### src/rtl/uart_pkg.sv
// Shared definitions for the debug-link UART: line levels, frame geometry and
// the transmitter state encoding.
package uart_pkg;

    localparam int   UART_DATA_BITS   = 8;
    localparam int   UART_BIT_CNT_W   = $clog2(UART_DATA_BITS);
    localparam logic UART_START_LEVEL = 1'b0;
    localparam logic UART_STOP_LEVEL  = 1'b1;
    localparam logic UART_IDLE_LEVEL  = 1'b1;

    typedef enum logic [1:0] {
        IDLE,
        START,
        DATA,
        STOP
    } uart_state_e;

    // Line level driven while the transmitter sits in a given state.
    function automatic logic line_level(input uart_state_e st, input logic data_bit);
        logic lvl;
        case (st)
            START:   lvl = UART_START_LEVEL;
            DATA:    lvl = data_bit;
            STOP:    lvl = UART_STOP_LEVEL;
            default: lvl = UART_IDLE_LEVEL;
        endcase
        return lvl;
    endfunction

endpackage

### src/rtl/sync_fifo.sv
// Single-clock circular FIFO with an explicit occupancy counter, so full and
// empty come straight from a register rather than from pointer comparison.
module sync_fifo #(
    parameter int WIDTH      = 8,
    parameter int DEPTH_LOG2 = 4
) (
    input  logic                  clk_in,
    input  logic                  reset,
    input  logic                  push,
    input  logic                  pop,
    input  logic [WIDTH-1:0]      wdata,
    output logic [WIDTH-1:0]      rdata,
    output logic [DEPTH_LOG2:0]   level,
    output logic                  full,
    output logic                  empty
);

    localparam int DEPTH = 1 << DEPTH_LOG2;
    localparam logic [DEPTH_LOG2:0] LEVEL_FULL = (DEPTH_LOG2 + 1)'(DEPTH);

    logic [WIDTH-1:0]      mem [DEPTH];
    logic [DEPTH_LOG2-1:0] wptr;
    logic [DEPTH_LOG2-1:0] rptr;
    logic                  do_push;
    logic                  do_pop;

    assign full    = (level == LEVEL_FULL);
    assign empty   = (level == '0);
    // Full blocks a push even if a pop happens in the same cycle.
    assign do_push = push && !full;
    assign do_pop  = pop && !empty;
    assign rdata   = mem[rptr];

    always_ff @(posedge clk_in) begin
        if (reset) begin
            wptr  <= '0;
            rptr  <= '0;
            level <= '0;
        end else begin
            if (do_push) wptr <= wptr + 1'b1;
            if (do_pop)  rptr <= rptr + 1'b1;
            case ({do_push, do_pop})
                2'b10:   level <= level + 1'b1;
                2'b01:   level <= level - 1'b1;
                default: level <= level;
            endcase
        end
    end

    always_ff @(posedge clk_in) begin
        if (!reset && do_push) mem[wptr] <= wdata;
    end

endmodule

### src/rtl/uart_tx_stream.sv
// 8N1 LSB-first byte-stream transmitter: a valid/ready fed FIFO drains into
// back-to-back frames at a fixed clocks-per-bit divider.
module uart_tx_stream
    import uart_pkg::*;
#(
    parameter int DIVIDER_TICKS_WIDTH = 10,
    parameter int DIVIDER_TICKS       = 1023,
    parameter int FIFO_DEPTH_LOG2     = 4
) (
    input  logic                       clk_in,
    input  logic                       reset,
    input  logic [7:0]                 data_in,
    input  logic                       data_valid,
    output logic                       data_ready,
    output logic                       tx_out,
    output logic                       busy,
    output logic [FIFO_DEPTH_LOG2:0]   fifo_level
);

    localparam logic [DIVIDER_TICKS_WIDTH-1:0] DIV_LAST =
        DIVIDER_TICKS_WIDTH'(DIVIDER_TICKS - 1);
    localparam logic [UART_BIT_CNT_W-1:0] BIT_LAST =
        UART_BIT_CNT_W'(UART_DATA_BITS - 1);

    uart_state_e                     state_q;
    uart_state_e                     state_nxt;
    logic [DIVIDER_TICKS_WIDTH-1:0]  div_q;
    logic [UART_BIT_CNT_W-1:0]       bit_cnt_q;
    logic [UART_DATA_BITS-1:0]       shift_q;
    logic                            tx_q;
    logic                            div_wrap;
    logic                            pop;
    logic                            push;
    logic [7:0]                      fifo_rdata;
    logic                            fifo_full;
    logic                            fifo_empty;

    assign data_ready = !fifo_full;
    assign push       = data_valid && data_ready;
    assign busy       = (state_q != IDLE) || !fifo_empty;
    assign tx_out     = tx_q;
    assign div_wrap   = (div_q == DIV_LAST);

    sync_fifo #(
        .WIDTH      (8),
        .DEPTH_LOG2 (FIFO_DEPTH_LOG2)
    ) u_fifo (
        .clk_in (clk_in),
        .reset  (reset),
        .push   (push),
        .pop    (pop),
        .wdata  (data_in),
        .rdata  (fifo_rdata),
        .level  (fifo_level),
        .full   (fifo_full),
        .empty  (fifo_empty)
    );

    always_comb begin
        state_nxt = state_q;
        pop       = 1'b0;
        case (state_q)
            IDLE: begin
                if (!fifo_empty) begin
                    pop       = 1'b1;
                    state_nxt = START;
                end
            end
            START: begin
                if (div_wrap) state_nxt = DATA;
            end
            DATA: begin
                if (div_wrap && bit_cnt_q == BIT_LAST) state_nxt = STOP;
            end
            STOP: begin
                // Chain straight into the next start bit when more data is queued.
                if (div_wrap) begin
                    if (!fifo_empty) begin
                        pop       = 1'b1;
                        state_nxt = START;
                    end else begin
                        state_nxt = IDLE;
                    end
                end
            end
            default: state_nxt = IDLE;
        endcase
    end

    always_ff @(posedge clk_in) begin
        if (reset) begin
            state_q   <= IDLE;
            div_q     <= '0;
            bit_cnt_q <= '0;
            shift_q   <= '0;
            tx_q      <= UART_IDLE_LEVEL;
        end else begin
            state_q <= state_nxt;

            if (pop)
                div_q <= '0;
            else if (state_q != IDLE)
                div_q <= div_wrap ? '0 : div_q + 1'b1;

            if (pop) begin
                shift_q   <= fifo_rdata;
                bit_cnt_q <= '0;
            end else if (state_q == DATA && div_wrap) begin
                shift_q   <= shift_q >> 1;
                bit_cnt_q <= bit_cnt_q + 1'b1;
            end

            // Line lags the state by one clock; every level still lasts DIVIDER_TICKS.
            tx_q <= line_level(state_q, shift_q[0]);
        end
    end

endmodule

### config.mk
export PLATFORM = sky130hd
export DESIGN_NAME = uart_tx_stream
export DESIGN_NICKNAME = d
export VERILOG_FILES = /design/src/rtl/uart_pkg.sv /design/src/rtl/sync_fifo.sv /design/src/rtl/uart_tx_stream.sv
export SDC_FILE = /design/constraint.sdc
export NUM_CORES = 1
export LEC_CHECK = 0
export BUFFER_PORTS_ARGS = -buffer_cell sky130_fd_sc_hd__clkbuf_2
export CAP_MARGIN = 20
export CORE_MARGIN = 3
export CORE_UTILIZATION = 40
export DETAILED_ROUTE_END_ITERATION = 6
export GPL_ROUTABILITY_DRIVEN = 0
export SYNTH_ARGS = -nofsm -noshare
export SYNTH_HDL_FRONTEND = slang
export SYNTH_SLANG_ARGS = --single-unit
### constraint.sdc
create_clock -name clk_in -period 9.6 [get_ports clk_in]
set_input_delay 1.92 -clock clk_in [delete_from_list [all_inputs] [get_ports clk_in]]
set_output_delay 1.92 -clock clk_in [all_outputs]
set_load 0.05 [all_outputs]
==> impl_metrics.csv <==
group,metric,value,unit
floorplan,core-area,16900,µm²
global_route,grt_pass1_wl,21900,µm
placement,placed_cells,658,
cts,cts_buffers,17,
power,p_per_area,258,nW/µm²
power,power.total,2.03,mW
yosys,synth_compound_area_share,5.67,%
setup_path,worstSetupPathDepth,11,
sta,period_share,40.5,%
floorplan,ios,19,
outcome,outcome,"completed",
yosys,synth_top_area_cell,"edfxtp_1",
yosys,avgSynthCellArea,15.8,µm²
detailed_routing,drt-total-wl,13700,µm
floorplan,die_x,138,µm
cts,htree_num_levels,4,
detailed_routing,postRouteAntennaNets,0,
setup_path,worstPathMaxFanout,9,
finish,final_layout_size_suffix_gt1_share,20.2,%
cts,clkLatencyLatePin,0.44,ns
setup_path,crit_type,"input pin to flop",
detailed_routing,wl_per_cell,19.9,µm
cts,cts_root_buf,"clkbuf_16",
placement,dp_hpwl,8780,µm
yosys,synth_cells,442,
yosys,synth-simple-area-share,7.22,%
yosys,synth_top_area_share,54.9,%
floorplan,start_util,41.5,%
yosys,syn-cell-area,7000,µm²
yosys,ys.flop_type,"edfxtp_1",
yosys,yosysUniqueCellTypes,48,
detailed_routing,drc_errors,0,
yosys,ys_seq_area_share,66.6,%
sta,rsz0062_at_grt,"false",
placement,io_buffer_count,18,
global_route,grt_pass1_vias,3798,
setup_path,cpMostUsedCell,"ha_1",
sta,finalCriticalPeriod,3.89,ns
global_route,overflow,0,
sta,slew_headroom,35.4,%
yosys,synth_area_leaders,"edfxtp_1 55%, dfxtp_1 12%, mux4_2 9.0%",
finish,synthToLayoutAreaGrowth,12.0,%
setup_path,crit_arrival,4.21,ns
setup_path,crit_path_top_delay_cell,"a21boi_2",
cts,cts_sinks,169,
sta,setup_viol_count_final,0,
cts,clockBufferDepth,2,
yosys,synthTopCellsByCount,"128 x edfxtp_1, 49 x nor2_1, 41 x dfxtp_1",
yosys,muxShareOfSynthArea,12.6,%
detailed_routing,drt_first_pass_iters,5,
run,maxCapViolations,0,
cts,cts-resized-gates,0,
yosys,synth-xor-area-share,2.50,%
power,peakVddDrop,0.198,mV
finish,final_cell_area,7840,µm²
sta,clock_skew,0.0148,ns
global_route,antenna_found_initial,0,
detailed_routing,vias,3754,
yosys,synth_most_common_cell,"edfxtp_1",
cts,cts_tree,"done",
cts,ctsHoldBuffers,0,
floorplan,fp.dieArea,19100,µm²
yosys,synth_top_family_by_area,"multiplexers",
detailed_routing,routed_via_density,5.44,
setup_path,endpoint_kind,"flop",
finish,n_antenna_cell,0,
power,p_leak,2.61,nW
sta,fmax,257,MHz
worst_hold_path,hold_path_class,"flop to flop",
yosys,async_reset_ff_share,0,%
sta,final_max_slew_viol_count,0,
yosys,synth-seq-cells,169,
worst_hold_path,min_path_cells,2,
finish,final_nets,486,
yosys,synthAdderAreaFrac,3.22,%
yosys,ys_warn_count,0,
finish,fin_cells,690,
floorplan,die-height,138,µm
setup_path,rr_worst_depth,13,
sta,tns,0,ns
setup_path,required,9.92,ns
setup_path,path_buf_inv,2,
global_route,track_usage,15.0,%
sta,hold_viol,0,
setup_path,cpPeakStageDelay,0.37,ns
floorplan,rows,47,
setup_path,cp-start-kind,"input pin",
sta,tightest_slew,0.966,ns
yosys,synth-edff-count,128,
yosys,synth_nets,471,
finish,post-route-util,46.5,%
cts,postCtsSetupBuffers,0,
setup_path,crit_chain,"clkbuf_2, a21boi_2, inv_1, ha_1, xor2_1, ha_1, o21a_1, o21ai_0, nand2b_1, a211oi_1, mux2_2",
setup_path,crit_family,"compound AO/OA/AOI/OAI gates",
detailed_routing,drt-initial-drc-count,333,
cts,clk_transition_reported_paths,0.07,ns
placement,postPlaceCellArea,7260,µm²
global_route,grt_max_degree,37,
[tightest hold or removal path: cells and delay by family, from the launching register on]
family,cells,cell delay (ns)
AO/OA/AOI/OAI,1,0.07
flip-flops,1,0.31
AND/OR/NAND/NOR,1,0.09
[cell usage in the layout (no fill, tap or decap), drive strengths merged, types with 10 or more instances in the layout]
cell    instances
clkbuf         35
nor2           49
a22oi          15
dfxtp          41
ha             18
edfxtp        128
inv            18
mux4           28
nand2          10
xor2           15
mux2i          17
[final cells by class]
class	instances	area, µm²
clock buffer	17	425
fill	1450	9030
timing repair buffer	20	105
tap	220	275
clock inverter	15	155
multi-input combinational	240	2180
inverter	9	33.8
sequential	169	4670
[metal layers]
layer	vias up	GRT usage (%)	wire (µm)
li1	1731	-	-
met1	1902	20.0	6070
met2	104	24.2	6770
met3	17	3.73	689
met4	0	5.36	187
met5	-	0	0
[per-stage QoR]
step	setup slack (ns)	hold WS [ns]
after floorplan	5.48	0.455
after global placement	5.30	0.478
after detailed placement	5.24	0.505
after CTS	5.71	0.522
after global routing	5.51	0.545
final	5.71	0.520
[final timing paths]
path | startpoint | endpoint | slack (ns)
worst max register to register | div_q[0] | u_fifo.level[4] | 5.91
worst min-delay path | shift_q[7] | shift_q[7] | 0.52
worst min register to register | shift_q[7] | shift_q[7] | 0.52
worst max-delay path | data_valid | u_fifo.level[4] | 5.71
[flip-flops by register name, summed over array words and instances, names as in the netlist, named ones only]
signal / cells
bit_cnt_q: 3
div_q: 10
shift_q: 8
state_q: 2
tx_out: 1
u_fifo.level: 5
u_fifo.mem: 128
u_fifo.rptr: 4
u_fifo.wptr: 4
[cells by family (layout without fill, tap and decap cells)]
| group | count (synthesis) | after routing |
|---|---|---|
| compound gates | 51 | 51 |
| mux | 52 | 52 |
| fa+ha+maj | 18 | 18 |
| xor+xnor | 20 | 20 |
| simple gates | 99 | 99 |
| flops | 169 | 169 |
| buf+inv | 33 | 61 |
[power breakdown]
group / internal [mW] / total (mW) / switching, mW
Sequential: 0.829 / 0.866 / 0.0370
Clock: 0.369 / 0.681 / 0.312
Combinational: 0.183 / 0.479 / 0.297
Total: 1.38 / 2.03 / 0.646
No activity file was read; power rests on OpenSTA's default activity.
